$ cat src/rtl/vga_timing_gen.sv
// rtl/vga_timing_gen.sv - VGA sync/position timing generator with pixel clock-enable divider.
// Define VGA_TIMING_LOOKAHEAD_EN to add next_hcount/next_vcount/next_bright outputs.
module vga_timing_gen #(
  parameter int CLK_DIV   = 4,
  parameter int H_VISIBLE = 640,
  parameter int H_FRONT   = 16,
  parameter int H_SYNC    = 96,
  parameter int H_BACK    = 48,
  parameter int V_VISIBLE = 480,
  parameter int V_FRONT   = 10,
  parameter int V_SYNC    = 2,
  parameter int V_BACK    = 33,
  parameter bit HSYNC_POL = 1'b0,
  parameter bit VSYNC_POL = 1'b0,
  parameter int CW        = 10,
  parameter int FW        = 8
) (
  input  logic          clk,
  input  logic          reset,
  input  logic          en,
  output logic          pix_ce,
  output logic          hsync,
  output logic          vsync,
  output logic          bright,
  output logic [CW-1:0] hcount,
  output logic [CW-1:0] vcount,
  output logic          line_start,
  output logic          frame_start,
  output logic [FW-1:0] frame_count
`ifdef VGA_TIMING_LOOKAHEAD_EN
  ,
  output logic [CW-1:0] next_hcount,
  output logic [CW-1:0] next_vcount,
  output logic          next_bright
`endif
);

  localparam int DW = (CLK_DIV > 1) ? $clog2(CLK_DIV) : 1;
  localparam int XW = CW + 1;
  typedef logic [XW-1:0] ext_t;

  // Boundaries held one bit wider than the counters so totals of 2^CW do not overflow.
  localparam ext_t H_LAST = ext_t'(H_VISIBLE + H_FRONT + H_SYNC + H_BACK - 1);
  localparam ext_t H_VIS  = ext_t'(H_VISIBLE);
  localparam ext_t H_SS   = ext_t'(H_VISIBLE + H_FRONT);
  localparam ext_t H_SE   = ext_t'(H_VISIBLE + H_FRONT + H_SYNC);
  localparam ext_t V_LAST = ext_t'(V_VISIBLE + V_FRONT + V_SYNC + V_BACK - 1);
  localparam ext_t V_VIS  = ext_t'(V_VISIBLE);
  localparam ext_t V_SS   = ext_t'(V_VISIBLE + V_FRONT);
  localparam ext_t V_SE   = ext_t'(V_VISIBLE + V_FRONT + V_SYNC);
  localparam logic [DW-1:0] DIV_LAST = DW'(CLK_DIV - 1);

  logic [DW-1:0] div_q;
  logic          div_last;
  logic          ls_q;
  logic          fs_q;
  ext_t          h_ext;
  ext_t          v_ext;
  ext_t          h_nxt;
  ext_t          v_nxt;
  logic          h_wrap;

  function automatic logic is_visible(input ext_t h, input ext_t v);
    return (h < H_VIS) && (v < V_VIS);
  endfunction

  always_comb begin
    h_ext  = {1'b0, hcount};
    v_ext  = {1'b0, vcount};
    h_wrap = (h_ext == H_LAST);
    h_nxt  = h_wrap ? '0 : h_ext + ext_t'(1);
    v_nxt  = v_ext;
    if (h_wrap) begin
      v_nxt = (v_ext == V_LAST) ? '0 : v_ext + ext_t'(1);
    end
  end

  assign div_last    = (div_q == DIV_LAST);
  assign pix_ce      = en & ~reset & div_last;
  // Pulses are held in registers but masked while stalled so a frozen cycle never shows one.
  assign line_start  = ls_q & en;
  assign frame_start = fs_q & en;

  // Sync/bright are computed from the incoming position so they align with hcount/vcount.
  always_ff @(posedge clk or posedge reset) begin
    if (reset) begin
      div_q       <= '0;
      hcount      <= H_LAST[CW-1:0];
      vcount      <= V_LAST[CW-1:0];
      frame_count <= '1;
      hsync       <= ~HSYNC_POL;
      vsync       <= ~VSYNC_POL;
      bright      <= 1'b0;
      ls_q        <= 1'b0;
      fs_q        <= 1'b0;
    end else begin
      ls_q <= 1'b0;
      fs_q <= 1'b0;
      if (en) begin
        div_q <= div_last ? '0 : div_q + DW'(1);
        if (div_last) begin
          hcount <= h_nxt[CW-1:0];
          vcount <= v_nxt[CW-1:0];
          hsync  <= ((h_nxt >= H_SS) && (h_nxt < H_SE)) ? HSYNC_POL : ~HSYNC_POL;
          vsync  <= ((v_nxt >= V_SS) && (v_nxt < V_SE)) ? VSYNC_POL : ~VSYNC_POL;
          bright <= is_visible(h_nxt, v_nxt);
          ls_q   <= (h_nxt == '0);
          fs_q   <= (h_nxt == '0) && (v_nxt == '0);
          if ((h_nxt == '0) && (v_nxt == '0)) begin
            frame_count <= frame_count + FW'(1);
          end
        end
      end
    end
  end

`ifdef VGA_TIMING_LOOKAHEAD_EN
  assign next_hcount = h_nxt[CW-1:0];
  assign next_vcount = v_nxt[CW-1:0];
  assign next_bright = is_visible(h_nxt, v_nxt);
`endif

endmodule

$ cat config.mk
export PLATFORM = sky130hd
export DESIGN_NAME = vga_timing_gen
export DESIGN_NICKNAME = d
export VERILOG_FILES = /design/src/rtl/vga_timing_gen.sv
export SDC_FILE = /design/constraint.sdc
export NUM_CORES = 1
export LEC_CHECK = 0
export CAP_MARGIN = 20
export CORE_MARGIN = 2
export CORE_UTILIZATION = 30
export CTS_CLUSTER_SIZE = 12
export DETAILED_ROUTE_END_ITERATION = 6
export HOLD_SLACK_MARGIN = 0.12
export PLACE_DENSITY = 0.49
export REMOVE_ABC_BUFFERS = 1
export SLEW_MARGIN = 20
export SYNTH_ARGS = -nofsm -noshare
export SYNTH_HDL_FRONTEND = slang
export SYNTH_SLANG_ARGS = --single-unit
$ cat constraint.sdc
create_clock -name clk -period 3 [get_ports clk]
set_clock_uncertainty 0.2 [all_clocks]
set_input_delay 0.6 -clock clk [delete_from_list [all_inputs] [get_ports clk]]
set_output_delay 0.6 -clock clk [all_outputs]
set_load 0.005 [all_outputs]
# Word level (Yosys, flattened, before mapping)
# Cells that the tools add are included.
[op_classes]
add_sub_neg = 4
magnitude_cmp = 6
n_eq_ne = 3
muxes = 10
bitwise_logic = 5
n_reduce_logical = 8
[op_table]
columns = ["cell", "count"]
rows = [
  ["$mux W11", 3],
  ["$add A10 B1 Y11 const B", 2],
  ["$logic_not A11 Y1", 2],
  ["$lt A11 B10 Y1 const B", 2],
  ["$lt A11 B9 Y1 const B", 2],
  ["$eq A10 B10 Y1 const B", 2],
  ["$ge A11 B10 Y1 const B", 1],
  ["$ge A11 B9 Y1 const B", 1],
  ["$add A8 B1 Y8 const B", 1],
  ["$mux W1", 6],
  ["$and A1 B1 Y1", 4],
  ["$logic_and A1 B1 Y1", 4],
  ["$reduce_and A3 Y1", 1],
  ["$add A2 B1 Y2 const B", 1],
  ["$eq A2 B2 Y1 const B", 1],
  ["$mux W2", 1],
  ["$reduce_and A2 Y1", 1],
  ["$not A1 Y1", 1],
]
[word_totals]
reg_bits = 35
out_inout_bits = 34
wordCells = 45

# Logic depth before layout (Yosys ltp)
# Gate-level depths: netlist (run 1).
[depth]
word_depth = 7
ltp_mapped = 11

# Worst setup path after synthesis (run 1)
# Ideal clock, no wire load.
[synth_path]
path_kind = "register -> register"
from = "register hcount[0]"
to = "register frame_count[1]"
arrival_time_ps = 2812
required_time_ps = 2715
slack_ps = -96
path_stages_with_launch = 10
path_buffers = 1
cell_sequence = "dfstp_2 > ha_1 > and4_1 > clkbuf_1 > nand3_1 > nor3_1 > mux2i_1 > nand3_1 > nor4_4 > mux2_1"
[synth_via]
elab_chain_cells = 5
word_cells_on_any_way = 8
classes_between = "add/sub: 1; eq/ne: 1; mux: 2; reduce/logical: 4"
[synth_rtl]
columns = ["element", "line", "rtl"]
rows = [
  ["start: declaration", "25", "output logic [CW-1:0] hcount,"],
  ["start signal: assignment", "88", "hcount <= H_LAST[CW-1:0];"],
  ["start signal: assignment", "102", "hcount <= h_nxt[CW-1:0];"],
  ["$add A10 B1 Y11 / $eq A10 B10 Y1 (equally long branches)", "71, 70", ""],
  ["$mux W11 (on tied branches)", "71, 73", ""],
  ["$logic_not A11 Y1", "109", "if ((h_nxt == '0) && (v_nxt == '0)) begin"],
  ["$logic_and A1 B1 Y1 *", "109", ""],
  ["$reduce_and A3 Y1 (no source line) *", "--", ""],
  ["end signal: assignment", "110", "frame_count <= frame_count + FW'(1);"],
  ["end: declaration", "29", "output logic [FW-1:0] frame_count"],
]
# Every way passes the cells marked *; elsewhere a longest branch is shown, timed or not.
# A chain may end at the register's enable or synchronous reset.

# Final worst setup path (run 1)
# Ends and elaborated chain as after synthesis.

==> results.sh, run 1 <==
export IMPL_crit_reg2reg_launch="hcount[0]"
export IMPL_post_synth_instance_area_um2=2201
export IMPL_minimum_setup_slack_among_reg_to_reg_paths_ps=130
export IMPL_mostFrequentLayoutCell="sky130_fd_sc_hd__clkdlybuf4s50_1"
export IMPL_cp_required_ps=3010
export IMPL_crit_path_max_fanout=9
export IMPL_antenna_found_initial=0
export IMPL_detailed_route_wire_length_per_cell_um=13.40
export IMPL_cts_hold_buffers=0
export IMPL_cts_buffers_inserted=5
export IMPL_cts_htree_levels=2
export IMPL_num_vias=1961
export IMPL_setup_ws_ps=127.1
export IMPL_main_combinational_cell_family_by_area_after_synthesis="simple AND/OR/NAND/NOR gates"
export IMPL_fmax_ghz=0.3481
export IMPL_hp_start="frame_count[7]"
export IMPL_regToRegEndpoint="frame_count[1]"
export IMPL_drcViolationCount=0
export IMPL_die_area_um2=8037
export IMPL_finalNonFillerCells=413
export IMPL_worstSkewPairLatency_ps=290
export IMPL_postLayoutCellArea_um2=2984
export IMPL_tns_ps=0
export IMPL_hold_violations=0
export IMPL_grt_pass1_wl_mm=8.825
export IMPL_path_class="reg -> reg"
export IMPL_synth_avg_cell_area_um2=8.699
export IMPL_vdd_ir_drop_max_uv=158.9
export IMPL_relSlewSlack_pct=70.01
export IMPL_grtUsageTotal_pct=14.35
export IMPL_viasPerCell=4.748
export IMPL_io_buffer_count=36
export IMPL_firstDrtPassIters=4
export IMPL_pre_cts_ws_ps=-49.93
export IMPL_post_route_cells_drive_above_1_share_pct=24.20
export IMPL_detailedRoute_firstIterationViolations=56
export IMPL_ff2ff_path_depth=11
export IMPL_placedCellCount=405
export IMPL_crit_path_end_kind="flop"
export IMPL_synth_area_top_cells="sky130_fd_sc_hd__dfstp_2 24%, sky130_fd_sc_hd__dfrtp_1 17%, sky130_fd_sc_hd__nand2_1 5.5%, sky130_fd_sc_hd__xnor2_1 5.2%, sky130_fd_sc_hd__nand3_1 4.5%"
export IMPL_hold_path_endpoint="frame_count[7]"
export IMPL_setup_viol=0
export IMPL_crit_path_start="hcount[0]"
export IMPL_final_cell_mix="36 x sky130_fd_sc_hd__clkdlybuf4s50_1, 32 x sky130_fd_sc_hd__nand2_1, 31 x sky130_fd_sc_hd__buf_4"
export IMPL_synthDistinctLibCells=44
export IMPL_max_cap_violations=0
export IMPL_synth_enable_flop_cells=0
export IMPL_start_util_pct=30.67
export IMPL_synth_to_layout_area_growth_pct=35.59
export IMPL_synth_compound_gate_area_share_pct=13.02
export IMPL_postSynth_asyncResetShare_pct=100.0
export IMPL_path_clk_slew_ps=80
export IMPL_final_worst_hold_slack_ps=292.2
export IMPL_worstHoldPathCells=1
export IMPL_post_synth_mux_area_share_pct=2.445
export IMPL_drv_slew=0
export IMPL_clk_path_buf_depth=2
export IMPL_cts_sink_count=35
export IMPL_postSynthRegisterBits=35
export IMPL_coreArea_um2=7176
export IMPL_synthCells=253
export IMPL_critical_path_arrival_ps=2880
export IMPL_status="finished, final reports clean"
export IMPL_finalCritPeriodShare_pct=95.76
export IMPL_die_w_um=89.65
export IMPL_core_rowCount=31
export IMPL_timing_critical_path_from_type="flop"
export IMPL_globalRouteOverflowTotal=0
export IMPL_power_density_nw_per_um2=442.6
export IMPL_ys_warn_count=0
export IMPL_yosysTopAreaCellShare_pct=23.88
export IMPL_xor_and_xnor_fraction_of_the_mapped_netlist_area_pct=7.959
export IMPL_largest_net_degree_at_the_start_of_global_routing=36
export IMPL_rsz0062_at_grt="false"
export IMPL_antenna_left=0
export IMPL_die_height_um=89.65
export IMPL_post_dp_hpwl_mm=4.151
export IMPL_final_core_occ_pct=41.59
export IMPL_routabilityCongestion=0.8562
export IMPL_power_leakage_nw=1.194
export IMPL_antenna_cells_inserted=0
export IMPL_hold_path_class="reg -> reg"
export IMPL_placed_cell_area_um2=2854
export IMPL_ioPinCount=37
export IMPL_yosys_area_share_adder_pct=3.411
export IMPL_grt_pass1_vias=1837
export IMPL_synth_yosys_seq_area_share_pct=40.93
export IMPL_worst_max_slew_pin_slew_ps=449.8
export IMPL_buffer_cell_driving_the_clock_tree_root="sky130_fd_sc_hd__clkbuf_8"
export IMPL_dominantRegCellSynth="sky130_fd_sc_hd__dfstp_2"
export IMPL_yosys_area_top_type="sky130_fd_sc_hd__dfstp_2"
export IMPL_nets=322
export IMPL_fin_crit_ps=2873
export IMPL_post_layout_total_power_mw=1.321
export IMPL_cts_tree="done"
export IMPL_routed_wire_length_mm=5.536
export IMPL_synthSimpleGateAreaFrac_pct=27.63
==> what timing repair did <==
| action | in CTS | in global routing |
|---|---|---|
| setup endpoints to repair | 1 | 7 |
| pin swaps | 0 | 2 |
| resized for setup | 2 | 8 |
| setup buffers | 0 | 0 |
==> registers in the layout, summed over array words and instances (netlist names) <==
name	cells
ls_q	1
vcount	10
vsync	1
hcount	10
div_q	2
frame_count	8
bright	1
fs_q	1
hsync	1
==> layout make-up <==
class / instances / area (um^2)
Multi-Input combinational cell: 195 / 1236
Inverter: 8 / 30.03
Sequential cell: 35 / 900.9
Clock buffer: 5 / 68.82
Tap cell: 99 / 123.9
Clock inverter: 3 / 20.02
Timing Repair Buffer: 68 / 604.3
Fill cell: 731 / 4192
==> cell usage after synthesis, types with 2 or more instances <==
cell type and number:
sky130_fd_sc_hd__o21ai_2 2, sky130_fd_sc_hd__a21o_1 2, sky130_fd_sc_hd__nand3_1 20, sky130_fd_sc_hd__o21ai_0 16, sky130_fd_sc_hd__a31oi_1 4, sky130_fd_sc_hd__mux2_2 2
sky130_fd_sc_hd__and2_1 4, sky130_fd_sc_hd__nand2_1 32, sky130_fd_sc_hd__o31ai_1 5, sky130_fd_sc_hd__and4_1 5, sky130_fd_sc_hd__or3_1 2, sky130_fd_sc_hd__ha_1 6
sky130_fd_sc_hd__o2bb2ai_1 2, sky130_fd_sc_hd__nand4_1 6, sky130_fd_sc_hd__nor2_1 22, sky130_fd_sc_hd__clkbuf_1 8, sky130_fd_sc_hd__dfstp_2 20, sky130_fd_sc_hd__nor4_1 2
sky130_fd_sc_hd__nor3_1 7, sky130_fd_sc_hd__a21oi_1 12, sky130_fd_sc_hd__xnor2_1 13, sky130_fd_sc_hd__buf_2 5, sky130_fd_sc_hd__inv_1 8, sky130_fd_sc_hd__and3_1 7
sky130_fd_sc_hd__mux2i_1 2, sky130_fd_sc_hd__dfrtp_1 15, sky130_fd_sc_hd__xor2_1 7
==> worst max path at each step <==
stage / endpoint / slack [ps] / cells after the start
2_1_floorplan: frame_count[1] / -230 / 8
3_3_place_gp: vsync / 60 / 9
3_5_place_dp: vsync / -50 / 9
4_1_cts: vsync / 9 / 9
5_1_grt: vsync / 8 / 9
6_report: frame_count[1] / 130 / 11
==> critical path, stage by stage (launching register included) <==
cell and delay, ps:
sky130_fd_sc_hd__dfstp_2 540, sky130_fd_sc_hd__ha_1 160, sky130_fd_sc_hd__and4_1 220, sky130_fd_sc_hd__buf_4 160, sky130_fd_sc_hd__nand4_1 120, sky130_fd_sc_hd__buf_4 170
sky130_fd_sc_hd__o31ai_2 200, sky130_fd_sc_hd__a21oi_1 80, sky130_fd_sc_hd__or2_1 280, sky130_fd_sc_hd__nor4_4 160, sky130_fd_sc_hd__buf_6 170, sky130_fd_sc_hd__mux2_1 320
==> report_power, final <==
group	leakage, nW	switching [mW]	internal [mW]
Combinational	0.754	0.190	0.191
Clock	0.0402	0.184	0.162
Sequential	0.400	0.0425	0.552
==> logic make-up (layout without fill, tap and decap cells) <==
kind of cell             after synthesis  count (layout)
AO/OA/AOI/OAI                         47              47
XOR/XNOR                              20              20
adder cells (fa/ha/maj)                6               6
buffers and inverters                 23              84
flip-flops                            35              35
multiplexers                           5               5
AND/OR/NAND/NOR                      117             117
==> layer usage <==
metal | vias up | global-route usage [%] | wire (um)
li1 | 1013 | - | -
met1 | 906 | 20.18 | 2731
met2 | 37 | 22.59 | 2577
met3 | 5 | 3.199 | 180
met4 | 0 | 3.256 | 46
met5 | - | 0 | 0
No activity file was read; power rests on OpenSTA's default activity.
==> run 2: changes to the inputs <==
clock period = 2.55 ns   (was 3 ns; I/O delays follow)
==> run 2 against run 1 <==
Power increased by 23%. Final area up 12%. Count of clock-buffer cells in the layout is the same. Clock power grew 20%. Via count rose by 11%. Critical path type unchanged. The run now ends with setup timing left. Flip-flop and latch count stayed put. Highest routed layer unchanged. Cell count rose by 9.4%. Sequential power up 18%. Non-clock buffer count up 39. Critical path depth is the same. Combinational power grew 33%.
==> results.sh, run 2 (same netlist as run 1, synthesis figures left out) <==
export IMPL_postLayoutCellArea_um2=3356
export IMPL_synth_to_layout_area_growth_pct=52.47
export IMPL_vdd_ir_drop_max_uv=174.7
export IMPL_grtUsageTotal_pct=16.64
export IMPL_power_sequential_fraction_pct=43.2
export IMPL_clkPwrFrac_pct=25.5
export IMPL_hold_violations=0
export IMPL_largest_registers="hcount x10, vcount x10, frame_count x8"
export IMPL_routabilityCongestion=0.8957
export IMPL_setup_ws_ps=-315.8
export IMPL_netSwitchingPower_mw=0.5165
export IMPL_drcViolationCount=0
export IMPL_io_buffer_count=36
export IMPL_critical_path_arrival_ps=2890
export IMPL_relSlewSlack_pct=69.61
export IMPL_cts_tree="done"
export IMPL_path_class="reg -> reg"
export IMPL_path_clk_slew_ps=80
export IMPL_antenna_found_initial=0
export IMPL_cts_htree_levels=2
export IMPL_fillCellCount=715
export IMPL_detailed_route_wire_length_per_cell_um=13.95
export IMPL_max_cap_violations=0
export IMPL_globalRouteOverflowTotal=0
export IMPL_grt_pass1_wl_mm=10.13
export IMPL_worstSkewPairLatency_ps=290
export IMPL_final_cell_mix="66 x sky130_fd_sc_hd__buf_4, 34 x sky130_fd_sc_hd__clkdlybuf4s50_1, 32 x sky130_fd_sc_hd__nand2_1"
export IMPL_drv_slew=0
export IMPL_power_leakage_nw=1.404
export IMPL_nets=361
export IMPL_comb_power_share_pct=31.3
export IMPL_grt_pass1_vias=2088
export IMPL_post_dp_hpwl_mm=4.576
export IMPL_placed_cell_area_um2=3079
export IMPL_cts_sink_count=35
export IMPL_power_density_nw_per_um2=483.8
export IMPL_post_route_cells_drive_above_1_share_pct=35.13
export IMPL_routed_wire_length_mm=6.307
export IMPL_buffer_cell_driving_the_clock_tree_root="sky130_fd_sc_hd__clkbuf_8"
export IMPL_ioPinCount=37
export IMPL_antenna_cells_inserted=0
export IMPL_clk_path_buf_depth=2
export IMPL_rsz0062_at_grt="true"
export IMPL_detailedRoute_firstIterationViolations=110
export IMPL_coreArea_um2=7176
export IMPL_finalCritPeriodShare_pct=112.4
export IMPL_num_vias=2177
export IMPL_crit_path_max_fanout=5
export IMPL_start_util_pct=30.67
export IMPL_die_height_um=89.65
export IMPL_timing_critical_path_from_type="flop"
export IMPL_core_rowCount=31
export IMPL_mostFrequentLayoutCell="sky130_fd_sc_hd__buf_4"
export IMPL_pre_cts_ws_ps=-427.3
export IMPL_fin_crit_ps=2866
export IMPL_cellInternalPower_mw=1.107
export IMPL_status="finished with violations"
export IMPL_worst_max_slew_pin_slew_ps=455.9
export IMPL_violations_in_the_final_reports="setup timing"
export IMPL_cts_hold_buffers=0
export IMPL_firstDrtPassIters=4
export IMPL_final_core_occ_pct=46.77
export IMPL_cts_buffers_inserted=5
export IMPL_post_layout_total_power_mw=1.624
export IMPL_die_w_um=89.65
export IMPL_swShare_pct=31.81
export IMPL_fmax_ghz=0.3489
export IMPL_hold_path_class="reg -> reg"
export IMPL_die_area_um2=8037
export IMPL_setup_viol=11
export IMPL_cp_required_ps=2580
export IMPL_largest_net_degree_at_the_start_of_global_routing=36
export IMPL_crit_path_end_kind="flop"
export IMPL_tns_ps=-2445
export IMPL_antenna_left=0
export IMPL_viasPerCell=4.816
run 2: through the flow:
| stage | std cells | hold slack [ps] |
|---|---|---|
| finish | 452 | 299.4 |
| global route | 452 | 312.3 |
| CTS | 450 | 294.8 |
| detailed placement | 435 | 281.3 |
| global placement | 435 | 276.9 |
| floorplan | 238 | 273.3 |
run 2: final timing paths:
kind / startpoint / to / slack (ps) / depth (start not counted)
max: hcount[0] / frame_count[1] / -320 / 11
min: frame_count[6] / frame_count[6] / 300 / 1
max reg2reg: hcount[0] / frame_count[1] / -320 / 11
min reg2reg: frame_count[6] / frame_count[6] / 300 / 1
max in group asynchronous: reset / vcount[2] / 1350 / 3
min in group asynchronous: reset / div_q[1] / 440 / 3
run 2: repair_timing:
item | 4_1_cts | 5_1_grt
gates cloned | 1 | 0
setup endpoints to repair | 12 | 13
pin swaps | 16 | 6
buffers inserted | 6 | 2
gates resized for setup | 20 | 9
run 2: layout make-up:
type                            instances  area (um^2)  area share [%]
Clock inverter                          3        20.02          0.5966
Sequential cell                        35        900.9           26.85
Inverter                                8        30.03          0.8949
Multi-Input combinational cell        195         1305           38.89
Clock buffer                            5        68.82           2.051
Timing Repair Buffer                  107        907.1           27.03
Tap cell                               99        123.9           3.691
run 2: power by group through the flow:
| stage | clock [mW] | combinational, mW | sequential (mW) |
|---|---|---|---|
| finish | 0.414 | 0.508 | 0.702 |
| global route | 0.455 | 0.569 | 0.711 |
| CTS | 0.428 | 0.519 | 0.703 |
| detailed placement | 0 | 0.514 | 0.703 |
| global placement | 0 | 0.514 | 0.701 |
| floorplan | 0 | 0.178 | 0.738 |
run 2: critical path, stage by stage, from the launching register on:
cell and delay, ps:
sky130_fd_sc_hd__dfstp_2 560, sky130_fd_sc_hd__ha_4 130, sky130_fd_sc_hd__and4_4 210, sky130_fd_sc_hd__buf_6 100, sky130_fd_sc_hd__nand3_4 90, sky130_fd_sc_hd__buf_6 160
sky130_fd_sc_hd__nor3_4 160, sky130_fd_sc_hd__mux2i_1 240, sky130_fd_sc_hd__nand3_1 140, sky130_fd_sc_hd__nor4_4 300, sky130_fd_sc_hd__buf_4 190, sky130_fd_sc_hd__mux2_4 300
run 2: per-layer routing:
layer	track usage (%)	wire length [um]	vias up
li1	-	-	1092
met1	22.51	2959	1027
met2	26.80	2998	49
met4	5.156	99	0
met3	3.382	248	9
met5	0	0	-
==> run 3: changes to the inputs <==
HOLD_SLACK_MARGIN = 0.06   (was 0.12)
==> results of run 3 <==
No change in the layout: final DEF, timing and power equal those of run 2.
